[src/rtl/sr_flag_arbiter.sv]
// Round-robin arbiter applying set/reset/hold commands from NREQ requesters onto a shared SR flag bank.
// One command per two cycles, applied at the edge ending APPLY; losing requesters hold req until they see gnt.
module sr_flag_arbiter #(
    parameter int NREQ   = 4,
    parameter int NFLAGS = 8,
    parameter int IDXW   = 3
) (
    input  logic                   clk,
    input  logic                   rst,
    input  logic [NREQ-1:0]        req,
    input  logic [NREQ-1:0]        s,
    input  logic [NREQ-1:0]        r,
    input  logic [NREQ*IDXW-1:0]   idx,
    output logic [NREQ-1:0]        gnt,
    output logic [NFLAGS-1:0]      q,
    output logic                   busy,
    output logic                   illegal,
    output logic [7:0]             op_cnt
);

    localparam int PW = (NREQ > 1) ? $clog2(NREQ) : 1;

    typedef enum logic {
        IDLE  = 1'b0,
        APPLY = 1'b1
    } state_t;

    state_t              r_state;
    state_t              w_next;
    logic [PW-1:0]       r_ptr;
    logic [PW-1:0]       r_win;
    logic                r_s;
    logic                r_r;
    logic [IDXW-1:0]     r_idx;
    logic [NFLAGS-1:0]   r_q;
    logic [7:0]          r_op_cnt;

    logic [PW-1:0]       w_win;
    logic [PW-1:0]       w_cand;
    logic [NREQ-1:0]     w_gnt;
    logic                w_busy;
    logic                w_illegal;

    // Scan downwards so the last hit, i.e. the one closest to r_ptr, wins.
    always_comb begin
        w_win  = r_ptr;
        w_cand = r_ptr;
        for (int k = NREQ - 1; k >= 0; k--) begin
            w_cand = PW'((int'(r_ptr) + k) % NREQ);
            if (req[w_cand]) begin
                w_win = w_cand;
            end
        end
    end

    always_comb begin
        w_next    = r_state;
        w_gnt     = '0;
        w_busy    = 1'b0;
        w_illegal = 1'b0;
        case (r_state)
            IDLE: begin
                if (|req) begin
                    w_next = APPLY;
                end
            end
            APPLY: begin
                w_next       = IDLE;
                w_busy       = 1'b1;
                w_gnt[r_win] = 1'b1;
                w_illegal    = r_s & r_r;
            end
            default: w_next = IDLE;
        endcase
    end

    always_ff @(posedge clk or posedge rst) begin
        if (rst) begin
            r_state  <= IDLE;
            r_ptr    <= '0;
            r_win    <= '0;
            r_s      <= 1'b0;
            r_r      <= 1'b0;
            r_idx    <= '0;
            r_q      <= '0;
            r_op_cnt <= '0;
        end else begin
            r_state <= w_next;
            if (r_state == IDLE && |req) begin
                r_win <= w_win;
                r_s   <= s[w_win];
                r_r   <= r[w_win];
                r_idx <= idx[int'(w_win)*IDXW +: IDXW];
            end
            if (r_state == APPLY) begin
                r_op_cnt <= r_op_cnt + 8'd1;
                r_ptr    <= PW'((int'(r_win) + 1) % NREQ);
                // Out-of-range indices match no flag; s==r is a hold.
                for (int f = 0; f < NFLAGS; f++) begin
                    if (int'(r_idx) == f && (r_s ^ r_r)) begin
                        r_q[f] <= r_s;
                    end
                end
            end
        end
    end

    assign gnt     = w_gnt;
    assign busy    = w_busy;
    assign illegal = w_illegal;
    assign q       = r_q;
    assign op_cnt  = r_op_cnt;

endmodule
[config.mk]
export PLATFORM = sky130hd
export DESIGN_NAME = sr_flag_arbiter
export DESIGN_NICKNAME = d
export VERILOG_FILES = /design/src/rtl/sr_flag_arbiter.sv
export SDC_FILE = /design/constraint.sdc
export NUM_CORES = 1
export LEC_CHECK = 0
export ABC_AREA = 1
export CORE_UTILIZATION = 25
export DETAILED_ROUTE_END_ITERATION = 10
export PLACE_DENSITY = 0.57
export SETUP_SLACK_MARGIN = 0.3
export SLEW_MARGIN = 20
export SYNTH_ARGS = -nofsm -noshare
export SYNTH_HDL_FRONTEND = slang
export SYNTH_SLANG_ARGS = --single-unit
[constraint.sdc]
create_clock -name clk -period 4.3 [get_ports clk]
set_input_delay 1.29 -clock clk [delete_from_list [all_inputs] [get_ports clk]]
set_output_delay 1.29 -clock clk [all_outputs]
set_load 0.01 [all_outputs]
# Word level (Yosys, flattened, before mapping)
# Index checks and enable logic that the tools add are counted.
[totals] elab_cells=82 latch_bits=0 mem_count=0 out_inout_bits=22 in_bits=26 mem_bits_ro=0 ram_bits=0 reg_bits=26
[classes] addsub=5 n_eq_ne=7 bitwise_logic=3 mul=1 shift=1 n_reduce_logical=20 div=0 muxes=23 order_cmp=7
[ops] operator="2-bit by 3-bit less-than comparator with 1-bit output, second input constant" count=6
[ops] operator="2-bit AND reduction" count=8
[ops] operator="1-bit binary-select mux with 2-bit select" count=6
[ops] operator="3-bit == test, second input constant" count=4
[ops] operator="12-bit by 5-bit indexed part select with 3-bit output" count=1
[ops] operator="1-bit logical AND" count=10
[ops] operator="1-bit two-way mux" count=10
[ops] operator="8-bit by 1-bit adder with 8-bit output, second input constant" count=1
[ops] operator="2-bit two-way mux" count=4
[ops] operator="3-bit by 2-bit == test with 1-bit output, second input constant" count=2
[ops] operator="2-bit by 1-bit adder with 2-bit output, second input constant" count=2
[ops] operator="2-bit adder, second input constant" count=2
[ops] operator="2-bit by 2-bit multiplier with 4-bit output, second input constant" count=1
[ops] operator="4-bit two-way mux" count=1
[ops] operator="4-bit OR reduction" count=1
[ops] operator="3-bit by 1-bit == test with 1-bit output, second input constant" count=1
[ops] operator="3-bit logical NOT" count=1
[ops] operator="1-bit demux with 2-bit select" count=1
[ops] operator="2-bit by 1-bit greater-or-equal comparator with 1-bit output, second input constant" count=1
[ops] operator="1-bit case mux with 2 select lines" count=1
[ops] operator="1-bit AND" count=1
[ops] operator="1-bit inverter" count=1
[ops] operator="1-bit XOR" count=1

# Depth between registers and ports, before layout
[logic_depth] word_depth=9 depth_mapped=16 depth_no_buf=14

# Worst setup path before layout
# No wires, ideal clock.
[synth_timing] kind="input to register" from="input req[1]" to="register r_idx[0]" slack_ps=1917 required_ps=4181 cell_stages=15 setup_time_ps=119 n_path_buf=1 arrival_time_ps=2264 path_cell_list="inv_1 nand2_1 nand3_1 nand2_1 inv_1 nand2_1 nand2_2 nand2_1 nand2_2 nand2_2 buf_6 nand2_1 nand3_1 nand3_1 nand2_1"
[synth_between] elab_chain_cells=8 elab_cells_between_ends=16 cone_classes="mul (1); shift (1); mux (12); reduce/logical (2)"
[synth_lines] element="start, declared" line_no="10" text="input logic [NREQ-1:0] req,"
[synth_lines] element="1-bit binary-select mux with 2-bit select" line_no="50" text="if (req[w_cand]) begin"
[synth_lines] element="1-bit two-way mux (implied by the code)" line_no="50"
[synth_lines] element="2-bit two-way mux (4 in series)" line_no="50"
[synth_lines] element="2-bit by 2-bit multiplier with 4-bit output" line_no="93" text="r_idx <= idx[int'(w_win)*IDXW +: IDXW];"
[synth_lines] element="12-bit by 5-bit indexed part select with 3-bit output" line_no="93"
[synth_lines] element="end signal, assigned" line_no="93"
[synth_lines] element="end, declared" line_no="34" text="logic [IDXW-1:0] r_idx;"
# Several ways; a longest one is shown, not always the timed one. The select of a mux whose other input is x is not followed.
# A chain may end at the register's enable or synchronous reset.

# Worst setup path after layout
[layout_timing] from="register r_state" to="output illegal"
[layout_between] elab_chain_cells=1
[layout_lines] element="start, declared" line_no="28" text="state_t r_state;"
[layout_lines] element="start signal, assigned" line_no="88" text="r_state <= w_next;"
[layout_lines] element="1-bit two-way mux" line_no="61" text="case (r_state)"
[layout_lines] element="end, declared" line_no="17" text="output logic illegal,"
# No other way between the ends.

==> run metrics <==
largest family of logic cells by synthesized area=simple AND/OR/NAND/NOR gates; Post-Synth Adder-Cell Area=roughly 4.8%; Startpoint Class=flop; Via-to-Cell Ratio=4.476; Max-Cap Viols=0; Post-synth EDFFs=0; Reg area=between 600 and 700 µm²; CTS Hold Bufs=0; Final min period=slightly below 3 ns; part of the power in registers=31.7%; boundary pin count=48; Crit path required time=3.01 ns; WS Path Type=flop to output port; routability congestion estimate=about 0.82; Slew Limit Headroom=62.84%; setup TNS=0 ns; Clock Latency Late Sink=around 0.27 ns; simple-gate area share of the yosys netlist=approximately 30%; Die ar.=about 0.0066 mm²; length of the first detailed-routing pass in iterations=4; crit path max fanout=17; Peak Freq=0.3390 GHz; CP Capture Type=output port; # DRC=0; largest net degree at the start of global routing=27; Synth warnings=0; starting density of the core=between 20% and 30%; fin nets=between 200 and 300; status=finished clean; Post-Synth XOR/XNOR Area=a little under 4%; most frequent cell after synthesis=nand2_1; Worst-Margin Slew=about 0.56 ns; antenna-violating nets left=0; TritonCTS buffer count=3; post-synthesis cell type count=24; initial antenna violation count=0; Post-CTS Setup Bufs=0; register area share after synthesis=around two fifths; Yosys top cell area share=between 40% and 50%; DRT iter0 DRCs=97; RSZ-0062 raised after global routing=no; Inserted Diodes=0; multi-input logic area=754.5 µm²; syn_nets=240; clock sinks=26; core area=between 0.005 and 0.006 mm²; CTS tree=yes; Routed WL=~3600 µm; WP data arrival=around 1.7 ns; max-slew violation count=0; Post-Syn Instances=~210; Max IR drop VDD=0.0003611 V; H-tree depth=1; Clock power frac=10.6%; Pint=around 0.82 mW; mux contribution to synthesized area=0%; FP Rows=28; Die Y=approximately 81 µm; Sw Ratio=a little under half; Tot GR Track Use=between 10% and 20%; final setup violation count=0; first-pass GRT wire length=just over 6000 µm; fin util=35.65%; post-DP HPWL=between 2000 and 3000 µm; clk slew on worst S/H paths=0.09 ns; logic gate share of total power=57.7%; Routed wire per std cell=10.88 µm; CTS root buf=clkbuf_8; layout cells sized above 1=5.929%; post-synth top area cell=dfrtp_1; leakage power=roughly 1.1 nW; total chip power=between 1.5 and 2 mW; register bit total from synthesis=26; worst hold slack=~0.51 ns; Fin Clk Skew=0.005167 ns; P&R area growth vs syn=36.45%; Psw=0.6911 mW; worst hold-check path type=flop to flop; Post-Layout Cell Count=roughly 330; remaining global-route overflow=0; post-CTS sizing=0; synth cell count leaders=nand2_1 (66), nand3_1 (30), dfrtp_1 (26), inv_1 (25), a21oi_1 (9); cell area after synthesis=0.001565 mm²; leading register cell type out of synthesis=dfrtp_1; pwr dens=708.1 mW/mm²; Avg Inst Size Synth=around 7.5 µm²; width of the die=between 80 and 90 µm; Final Cycle Share=between 60% and 70%; PortBufs=47; Synth Area in Compound Gates=roughly a tenth; placed cell count=324; # fillers=about 640; vias in the first global route=1351; final-report hold violation count=0; FFs w/ async S/R, synth=100.0%; Max Root-Sink Buffers=2; top cells by area, synth=dfrtp_1 (42%), nand2_1 (16%), nand3_1 (9.6%), inv_1 (6.0%), ha_1 (4.8%); via count=between 1k and 1.5k
-- registers in the layout, summed over array words and instances (netlist names) --
| register | count |
|---|---|
| r_r | 1 |
| r_idx | 3 |
| r_ptr | 2 |
| r_s | 1 |
| r_win | 2 |
| r_state | 1 |
| q | 8 |
| op_cnt | 8 |
-- final cells by class --
| type | instances | share of cell area, % |
|---|---|---|
| clock buffer | 4 | 2.578 |
| inverter | 29 | 5.214 |
| multi-input combinational | 147 | 35.33 |
| sequential | 26 | 30.46 |
| tap | 75 | 4.394 |
| timing repair buffer | 47 | 22.03 |
-- worst paths after layout --
check                      slack [ns]  cells after the start        end      start
setup reg to reg                 2.38                     14        r_s   r_ptr[0]
hold reg to reg                  0.51                      1  op_cnt[4]  op_cnt[4]
setup / recovery                 1.35                      3    illegal    r_state
hold / removal                   0.51                      1  op_cnt[4]  op_cnt[4]
max in group asynchronous        2.55                      2        r_s        rst
min in group asynchronous        1.38                      2  op_cnt[6]        rst
-- per-layer routing --
metal | part of all wire [%] | global-route usage [%]
met5 | 0 | 0
met4 | 0.31 | 1.607
met3 | 5.5 | 2.921
met2 | 49 | 20.50
met1 | 45 | 15.55
-- placed cells by master (no fill, tap or decap), drive strengths merged, types with 2 or more instances in the layout --
cell type,netlist,routed
o21ai,7,7
inv,29,29
ha,6,6
a21oi,9,9
a31oi,8,8
xnor2,2,2
nand3,31,31
clkdlybuf4s50,0,47
xor2,5,5
dfrtp,26,26
clkbuf,2,4
nand2,69,69
nor2,6,6
-- power groups by stage --
| stage | combinational [mW] | clock, mW | sequential, mW |
|---|---|---|---|
| after detailed placement | 0.881 | 0 | 0.485 |
| after global routing | 1.00 | 0.176 | 0.503 |
| final | 0.873 | 0.160 | 0.479 |
| after CTS | 0.886 | 0.168 | 0.481 |
| after floorplan | 0.626 | 0 | 0.476 |
| after global placement | 0.868 | 0 | 0.486 |
-- cell families (layout without fill, tap and decap cells) --
group           count (synthesis)  in the layout
simple gates                  108            108
fa+ha+maj                       6              6
flops                          26             26
xor+xnor                        7              7
compound gates                 26             26
buf+inv                        35             80
-- critical path, cell delays in order, from the launching register on --
cell	delay (ns)
dfrtp_1	0.68
nand2_1	0.09
inv_1	0.07
clkdlybuf4s50_1	0.55
-- metrics by stage --
step	instance area [µm²]	setup slack, ns
3_5_place_dp	2081	1.197
4_1_cts	2136	1.313
3_3_place_gp	2081	1.225
2_1_floorplan	1565	1.917
6_report	2136	1.350
5_1_grt	2136	1.200
No activity file was read; power rests on OpenSTA's default activity.
